**config.mk**
```make
export PLATFORM = sky130hd
export DESIGN_NAME = pokey_audio_dac
export DESIGN_NICKNAME = d
export VERILOG_FILES = /design/src/rtl/pokey_pkg.sv /design/src/rtl/pokey_mute_ramp.sv /design/src/rtl/pokey_audio_dac.sv
export SDC_FILE = /design/constraint.sdc
export NUM_CORES = 1
export LEC_CHECK = 0
export ABC_AREA = 0
export ABC_CLOCK_PERIOD_IN_PS = 5100
export CORE_ASPECT_RATIO = 0.7
export CORE_MARGIN = 3
export CORE_UTILIZATION = 60
export CTS_BUF_LIST = sky130_fd_sc_hd__clkbuf_16
export DETAILED_ROUTE_END_ITERATION = 7
export GPL_TIMING_DRIVEN = 1
export HOLD_SLACK_MARGIN = 0.02
export PLACE_DENSITY = 0.8
export SLEW_MARGIN = 40
export SYNTH_ARGS = -nofsm -noshare
export SYNTH_HDL_FRONTEND = slang
export SYNTH_SLANG_ARGS = --single-unit
export TNS_END_PERCENT = 1
```
**constraint.sdc**
```tcl
create_clock -name clk -period 5.1 [get_ports clk]
set_input_delay 1.275 -clock clk [delete_from_list [all_inputs] [get_ports clk]]
set_output_delay 1.275 -clock clk [all_outputs]
set_load 0.02 [all_outputs]
```
**src/rtl/pokey_pkg.sv**
```systemverilog
// Shared definitions for the POKEY audio DAC: default widths, modulator
// mode encodings and the mute ramp state enumeration.
package pokey_pkg;

  localparam int AUD_W_DEF = 6;
  localparam int CNT_W_DEF = 6;

  localparam logic MODE_SD  = 1'b0;
  localparam logic MODE_PWM = 1'b1;

  typedef enum logic [1:0] {
    UNMUTED   = 2'd0,
    RAMP_DOWN = 2'd1,
    MUTED     = 2'd2,
    RAMP_UP   = 2'd3
  } mute_state_t;

endpackage

```
**src/rtl/pokey_mute_ramp.sv**
```systemverilog
// Click-free mute controller: ramps a level register r between silence and
// the held sample one step per sample strobe, and limits the output to min(r,s).
module pokey_mute_ramp
  import pokey_pkg::*;
#(
  parameter int AUD_W = AUD_W_DEF
) (
  input  logic             clk,
  input  logic             rst_n,
  input  logic [AUD_W-1:0] s,
  input  logic             sample_en,
  input  logic             mute,
  output logic [AUD_W-1:0] v,
  output logic             muted
);

  localparam logic [AUD_W-1:0] ONE   = {{(AUD_W-1){1'b0}}, 1'b1};
  localparam logic [AUD_W-1:0] R_MAX = {AUD_W{1'b1}};

  mute_state_t      state, state_next;
  logic [AUD_W-1:0] r, r_next;

  always_ff @(posedge clk or negedge rst_n) begin
    if (!rst_n) begin
      state <= MUTED;
      r     <= '0;
    end else begin
      state <= state_next;
      r     <= r_next;
    end
  end

  // A mute edge during a ramp reverses direction at once, keeping r.
  always_comb begin
    state_next = state;
    r_next     = r;
    unique case (state)
      UNMUTED: begin
        if (sample_en) r_next = s;
        if (mute) state_next = RAMP_DOWN;
      end
      RAMP_DOWN: begin
        if (!mute) begin
          state_next = RAMP_UP;
        end else if (r == '0) begin
          state_next = MUTED;
        end else if (sample_en) begin
          r_next = r - ONE;
          if (r == ONE) state_next = MUTED;
        end
      end
      MUTED: begin
        r_next = '0;
        if (!mute) state_next = RAMP_UP;
      end
      RAMP_UP: begin
        if (mute) begin
          state_next = RAMP_DOWN;
        end else if (sample_en) begin
          if (r >= s) begin
            state_next = UNMUTED;
          end else begin
            r_next = (r == R_MAX) ? r : r + ONE;
            if (r_next >= s) state_next = UNMUTED;
          end
        end
      end
      default: begin
        state_next = MUTED;
        r_next     = '0;
      end
    endcase
  end

  always_comb begin
    v = s;
    if (state != UNMUTED) v = (r < s) ? r : s;
  end

  assign muted = (state == MUTED);

endmodule

```
**src/rtl/pokey_audio_dac.sv**
```systemverilog
// 1-bit audio DAC for the POKEY summed output: sample hold, mute ramp,
// volume shift, and a selectable first-order sigma-delta or PWM modulator.
module pokey_audio_dac
  import pokey_pkg::*;
#(
  parameter int AUD_W = AUD_W_DEF,
  parameter int CNT_W = CNT_W_DEF
) (
  input  logic             clk,
  input  logic             rst_n,
  input  logic [AUD_W-1:0] audio,
  input  logic             sample_en,
  input  logic             mode,
  input  logic             mute,
  input  logic [1:0]       vol,
  output logic             dac_out,
  output logic             frame,
  output logic             muted
);

  localparam int CMP_W = (AUD_W > CNT_W) ? AUD_W : CNT_W;
  localparam logic [CNT_W-1:0] CNT_ONE = {{(CNT_W-1){1'b0}}, 1'b1};

  logic [AUD_W-1:0] s_q, s_cur, v, e, compare;
  logic [AUD_W:0]   acc, acc_sum;
  logic [CNT_W-1:0] cnt;
  logic             mode_q, wrap, mode_change, pwm_bit;

  // The ramp sees the freshly captured sample so a strobe and a mute edge
  // in the same clock act on the new value.
  assign s_cur = sample_en ? audio : s_q;

  pokey_mute_ramp #(.AUD_W(AUD_W)) u_ramp (
    .clk       (clk),
    .rst_n     (rst_n),
    .s         (s_cur),
    .sample_en (sample_en),
    .mute      (mute),
    .v         (v),
    .muted     (muted)
  );

  assign e           = v >> vol;
  assign acc_sum     = {1'b0, acc[AUD_W-1:0]} + {1'b0, e};
  assign wrap        = (cnt == {CNT_W{1'b1}});
  assign frame       = wrap;
  assign mode_change = wrap && (mode != mode_q);
  assign pwm_bit     = (CMP_W'(cnt) < CMP_W'(compare));

  always_ff @(posedge clk or negedge rst_n) begin
    if (!rst_n) begin
      s_q <= '0;
      cnt <= '0;
    end else begin
      if (sample_en) s_q <= audio;
      cnt <= cnt + CNT_ONE;
    end
  end

  // Mode and PWM duty only change on frame boundaries so no partial frame is emitted.
  always_ff @(posedge clk or negedge rst_n) begin
    if (!rst_n) begin
      mode_q  <= MODE_SD;
      compare <= '0;
      acc     <= '0;
    end else begin
      if (wrap) begin
        mode_q  <= mode;
        compare <= mode_change ? '0 : e;
      end
      acc <= mode_change ? '0 : acc_sum;
    end
  end

  always_ff @(posedge clk or negedge rst_n) begin
    if (!rst_n) begin
      dac_out <= 1'b0;
    end else if (mode_q == MODE_PWM) begin
      dac_out <= pwm_bit;
    end else begin
      dac_out <= acc_sum[AUD_W];
    end
  end

endmodule

```
Word level (Yosys, flattened, before mapping)
Cells that the tools add are included.
{"block": "op_classes", "add_sub_neg": 4, "mul": 0, "div": 0, "magnitude_cmp": 4, "n_eq_ne": 20, "shift": 1, "mux": 26, "bitwise": 0, "reduce_logical": 6}
{"operator": "$mux W6", "n": 13}
{"operator": "$pmux W6 S4", "n": 1}
{"operator": "$mux W2", "n": 10}
{"operator": "$ne A2 B2 Y1 const B", "n": 9}
{"operator": "$add A6 B1 Y6 const B", "n": 2}
{"operator": "$eq A6 B6 Y1 const B", "n": 2}
{"operator": "$ge A6 B6 Y1", "n": 2}
{"operator": "$lt A6 B6 Y1", "n": 2}
{"operator": "$ne A4 B2 Y1 const B", "n": 2}
{"operator": "$pmux W2 S4", "n": 1}
{"operator": "$add A6 B6 Y7", "n": 1}
{"operator": "$reduce_and A7 Y1", "n": 1}
{"operator": "$eq A6 B1 Y1 const B", "n": 1}
{"operator": "$logic_not A6 Y1", "n": 1}
{"operator": "$reduce_and A6 Y1", "n": 1}
{"operator": "$shr A6 B2 Y6", "n": 1}
{"operator": "$sub A6 B1 Y6 const B", "n": 1}
{"operator": "$eq A2 B2 Y1 const B", "n": 2}
{"operator": "$ne A4 B3 Y1 const B", "n": 1}
{"operator": "$ne A3 B3 Y1 const B", "n": 1}
{"operator": "$eq A2 B1 Y1 const B", "n": 1}
{"operator": "$logic_not A2 Y1", "n": 1}
{"operator": "$reduce_bool A2 Y1", "n": 1}
{"operator": "$logic_and A1 B1 Y1", "n": 1}
{"operator": "2 further kinds", "n": 2}
{"block": "totals", "ff_bits": 34, "latch_bits": 0, "ram_bits": 0, "rom_bits": 0, "inputBits": 13, "output_inout_bits": 3, "wordCells": 69, "mem_count": 0}

Logic depth before layout (Yosys ltp)
{"block": "logic_depth", "ltp_word": 8, "ltp_mapped": 16, "mapped_depth_nobuf": 14}

By module
Synthesis repeated with hierarchy kept, for this count alone.
{"block": "unflattened", "cells_unflattened": 279, "hier_area_um2": 2667.6}
{"module": "pokey_audio_dac", "n_inst": 1, "cells_per_inst": 128, "area_per_inst_um2": 1421.4, "seq_area_each_um2": 650.6}
{"module": "pokey_mute_ramp", "n_inst": 1, "cells_per_inst": 151, "area_per_inst_um2": 1246.2, "seq_area_each_um2": 201.4}

Worst setup path before layout
Ideal clock, no wire load.
{"block": "synth_timing", "kind": "input -> register", "from": "input port sample_en", "to": "register dac_out", "setup_time_ns": 0.082, "arrival_ns": 4.243, "required_ns": 5.018, "setup_slack_ns": 0.774, "path_stages": 15, "n_path_buf": 2, "cell_sequence": "buf_2 -> mux2i_1 -> ha_1 -> a211o_1 -> o211ai_1 -> o2111a_1 -> buf_2 -> mux2i_1 -> ha_1 -> inv_1 -> fa_1 -> o21ai_1 -> a21o_1 -> a21oi_1 -> o22ai_1"}
{"block": "synth_via", "elab_chain_len": 7}
{"item": "start, declared", "line": "pokey_audio_dac.sv:12", "source": "input logic sample_en,"}
{"item": "$mux W6 *"}
{"item": "$lt A6 B6 Y1", "line": "pokey_mute_ramp.sv:77", "source": "if (state != UNMUTED) v = (r < s) ? r : s;"}
{"item": "$mux W6", "line": "pokey_mute_ramp.sv:77"}
{"item": "$mux W6 *", "line": "pokey_mute_ramp.sv:77"}
{"item": "$shr A6 B2 Y6 *", "line": "pokey_audio_dac.sv:43", "source": "assign e = v >> vol;"}
{"item": "$add A6 B6 Y7 *", "line": "pokey_audio_dac.sv:44", "source": "assign acc_sum = {1'b0, acc[AUD_W-1:0]} + {1'b0, e};"}
{"item": "$mux W1 *", "line": "pokey_audio_dac.sv:78", "source": "end else if (mode_q == MODE_PWM) begin"}
{"item": "end signal, assigned", "line": "pokey_audio_dac.sv:79", "source": "dac_out <= pwm_bit;"}
{"item": "end signal, assigned", "line": "pokey_audio_dac.sv:81", "source": "dac_out <= acc_sum[AUD_W];"}
{"item": "end, declared", "line": "pokey_audio_dac.sv:16", "source": "output logic dac_out,"}
Mark *: on every way between the ends. The rest lies on a longest branch, timed or not.
A chain may end at the register's enable or synchronous reset.

Worst setup path after layout
{"block": "layout_timing", "from": "input port sample_en", "to": "register dac_out"}
{"block": "layout_via", "elab_chain_len": 7}
{"item": "$mux W6 *"}
{"item": "via s_cur[4]", "line": "pokey_audio_dac.sv:24", "source": "logic [AUD_W-1:0] s_q, s_cur, v, e, compare;"}
{"item": "$lt A6 B6 Y1", "line": "pokey_mute_ramp.sv:77"}
{"item": "$mux W6", "line": "pokey_mute_ramp.sv:77"}
{"item": "$mux W6 *", "line": "pokey_mute_ramp.sv:77"}
{"item": "$shr A6 B2 Y6 *", "line": "pokey_audio_dac.sv:43"}
{"item": "$add A6 B6 Y7 *", "line": "pokey_audio_dac.sv:44"}
{"item": "$mux W1 *", "line": "pokey_audio_dac.sv:78"}
Mark *: on every way through the listed nets, which the timed path passes. The rest lies on a longest branch.

==> run_results.csv <==
group,metric,value,unit
outcome,outcome,"finished clean",
die,pin_count,16,
clock_network,post_cts_buffers,0,
timing,rsz0062_at_grt,"false",
hold_path,timing.hold.worst.start,"cnt[0]$_DFF_PN0_",
detailed_routing,route.antenna.remaining_nets,0,
layout,syn_to_final_growth,13.0,%
grt,grt_max_degree,35,
timing,finalCriticalPeriod,4.77,ns
grt,grt_pass1_vias,2038,
pwr,max-vdd-ir-drop,0.000481,V
clock_network,cts_tree,"done",
clock_network,cts_max_level,2,
clock_network,ctsResizeCount,0,
clock_network,ctsLongestPathBuffers,2,
die,die_h,62.0,um
worst_setup_path,critPathArrivalTime,4.97,ns
yosys,ys_warn_count,0,
detailed_routing,wirelength,6.46,mm
layout,finish.utilization,0.738,
clock_network,root_buffer,"clkbuf_16",
worst_setup_path,cp.required,5.29,ns
timing,clock_skew,0.00368,ns
grt,gr-total-overflow,0,
placement,place.gp.congestion,0.888,
yosys,synth_edf_count,0,
yosys,synthArstFlopShare,1.00,
pwr,clkPwrFrac,0.165,
timing,hold_viol_final,0,
worst_setup_path,cp_max_fo,5,
timing,relSlewSlack,0.497,
grt,antenna_found_initial,0,
yosys,synth_fp_nets,327,
placement,place.detailed.hpwl,4.84,mm
grt,grtUsageTotal,0.254,
die,start_util,0.653,
clock_network,clk_pin_slew,0.06,ns
timing,fin_crit_sh,0.936,
timing,tightest_slew,0.752,ns
worst_setup_path,path_class,"input pin to register",
worst_setup_path,cp-start-kind,"input pin",
clock_network,cts_hold_buf,0,
timing,setup_viol,0,
yosys,synth.distinct_cells,57,
yosys,syn_avg_cell_area,9.59,um2
layout,antennaDiodeCount,0,
detailed_routing,firstDrtPassIters,4,
worst_setup_path,cp-end-kind,"register",
pwr,switching_power,764,uW
worst_setup_path,r2r_start,"u_ramp.r[3]$_DFFE_PN0P_",
layout,drive_above_1_share,0.114,
detailed_routing,drc,0,
placement,io_buffer_count,15,
timing,drv_slew,0,
clock_network,cts_buffers,5,
worst_setup_path,cp-startpoint,"sample_en",
job,maxCapViolations,0,
detailed_routing,initialDrtViolationCount,220,
pwr,p_leak,0.00145,uW
detailed_routing,via_count,2249,
grt,grt_pass1_wl,10.4,mm
yosys,synth-seq-cells,34,
pwr,seqPwrFrac,0.250,
hold_path,min_path_type,"register to register",
yosys,ys_seq_area_frac,0.317,
die,core,0.00411,mm2
layout,layout.nets,343,
clock_network,clock_sinks,34,
pwr,sw_frac_of_total,0.433,
die,dieArea,0.00533,mm2
timing,fmax,0.209,GHz
detailed_routing,avgViaCountPerCell,6.44,
yosys,postSynthCellCount,280,
pwr,power_density,581,mW/mm2
detailed_routing,wire_per_inst,18.5,um
die,rows,19,
clock_network,clk_latency,0.27,ns
timing,tns,0,ns
pwr,combPwrFrac,0.585,
yosys,syn_area,0.00269,mm2
pwr,cellInternalPower,999,uW
die,die-width,86.0,um
yosys,yosys_most_used_dff,"dfrtp_1",
## logic make-up after synthesis
group           after synthesis  synth area share
mux                          33             0.136
compound gates               63             0.168
simple gates                 67             0.126
flops                        34             0.317
fa+ha+maj                    34             0.161
xor+xnor                     11            0.0359
buf+inv                      38            0.0559
## per-layer routing
layer  GRT usage  up-vias  part of all wire  wire (um)
li1            -     1049                 -          -
met1       0.399     1076              0.49       3170
met2       0.348      120              0.40       2590
met3      0.0764        4              0.11        688
met4      0.0271        0            0.0026         17
met5           0        -                 0          0
## worst paths after layout
path,cells after the start,slack (ns),end
worst max register to register,12,1.61,dac_out$_DFF_PN0_
worst min-delay path,1,0.51,cnt[0]$_DFF_PN0_
max in group asynchronous,2,3.34,u_ramp.state[1]$_DFFE_PN1P_
min in group asynchronous,2,1.42,u_ramp.r[3]$_DFFE_PN0P_
worst min register to register,1,0.51,cnt[0]$_DFF_PN0_
worst max-delay path,14,0.33,dac_out$_DFF_PN0_
## registers in the layout (all words and copies together), names as in the netlist
register	count
u_ramp.state	2
acc	6
cnt	6
compare	6
u_ramp.r	6
mode_q	1
s_q	6
dac_out	1
## Yosys cell counts (5+ instances only)
library cell	instances	area share
ha_1	33	0.15
nand3_1	9	0.017
dfrtp_1	33	0.31
nand2_1	18	0.025
xor2_1	6	0.020
xnor2_1	5	0.016
buf_2	6	0.011
mux2i_1	17	0.063
nor2_1	13	0.018
a21oi_1	16	0.030
inv_2	5	0.0070
clkbuf_1	6	0.0084
mux2_2	8	0.034
and3_1	7	0.016
inv_1	21	0.029
## placed cells by master, fill, tap and decap left out, types with 5 or more instances in the layout
cell,instances
inv_2,5
ha_1,33
mux2_2,8
mux2i_1,17
xor2_1,6
nand3_1,9
dfrtp_1,33
clkdlybuf4s50_1,15
nor2_1,13
and3_1,7
xnor2_1,5
clkbuf_16,5
inv_1,21
buf_4,6
nand2_1,18
a21oi_1,16
## stage by stage
stage               total power [uW]  worst slack [ns]  std cells  hold WS, ns  cell area [um2]
finish                          1760             0.326        349        0.512             3040
global route                    1900             0.120        349        0.527             3040
CTS                             1750             0.390        349        0.505             3040
detailed placement              1450             0.120        341        0.468             2890
global placement                1410             0.370        341        0.470             2890
floorplan                       1210             0.774        280        0.443             2690
## critical path, stage by stage
cell             delay [ns]
clkdlybuf4s50_1        0.66
mux2_2                 0.43
inv_2                  0.09
ha_1                   0.25
o211ai_1               0.31
o2111a_1               0.34
mux2i_1                0.31
ha_1                   0.22
inv_1                  0.06
fa_1                   0.40
o21ai_1                0.26
a21o_1                 0.15
a21oi_1                0.06
o22ai_1                0.15
## area by class of cell
type | count | area (um2)
well taps | 52 | 65.1
repair buffers | 21 | 195
fillers | 308 | 1080
clock buffers | 5 | 125
flip-flops and latches | 34 | 852
multi-input cells | 208 | 1680
clock inverters | 3 | 16.3
inverters | 26 | 97.6
## power by group through the flow
stage / Clock (uW) / Sequential, uW / Combinational [uW]
floorplan: 0 / 386 / 822
global placement: 0 / 441 / 973
global route: 301 / 451 / 1150
CTS: 295 / 437 / 1020
detailed placement: 0 / 441 / 1010
finish: 291 / 440 / 1030
(Power assumes the default switching activity.)
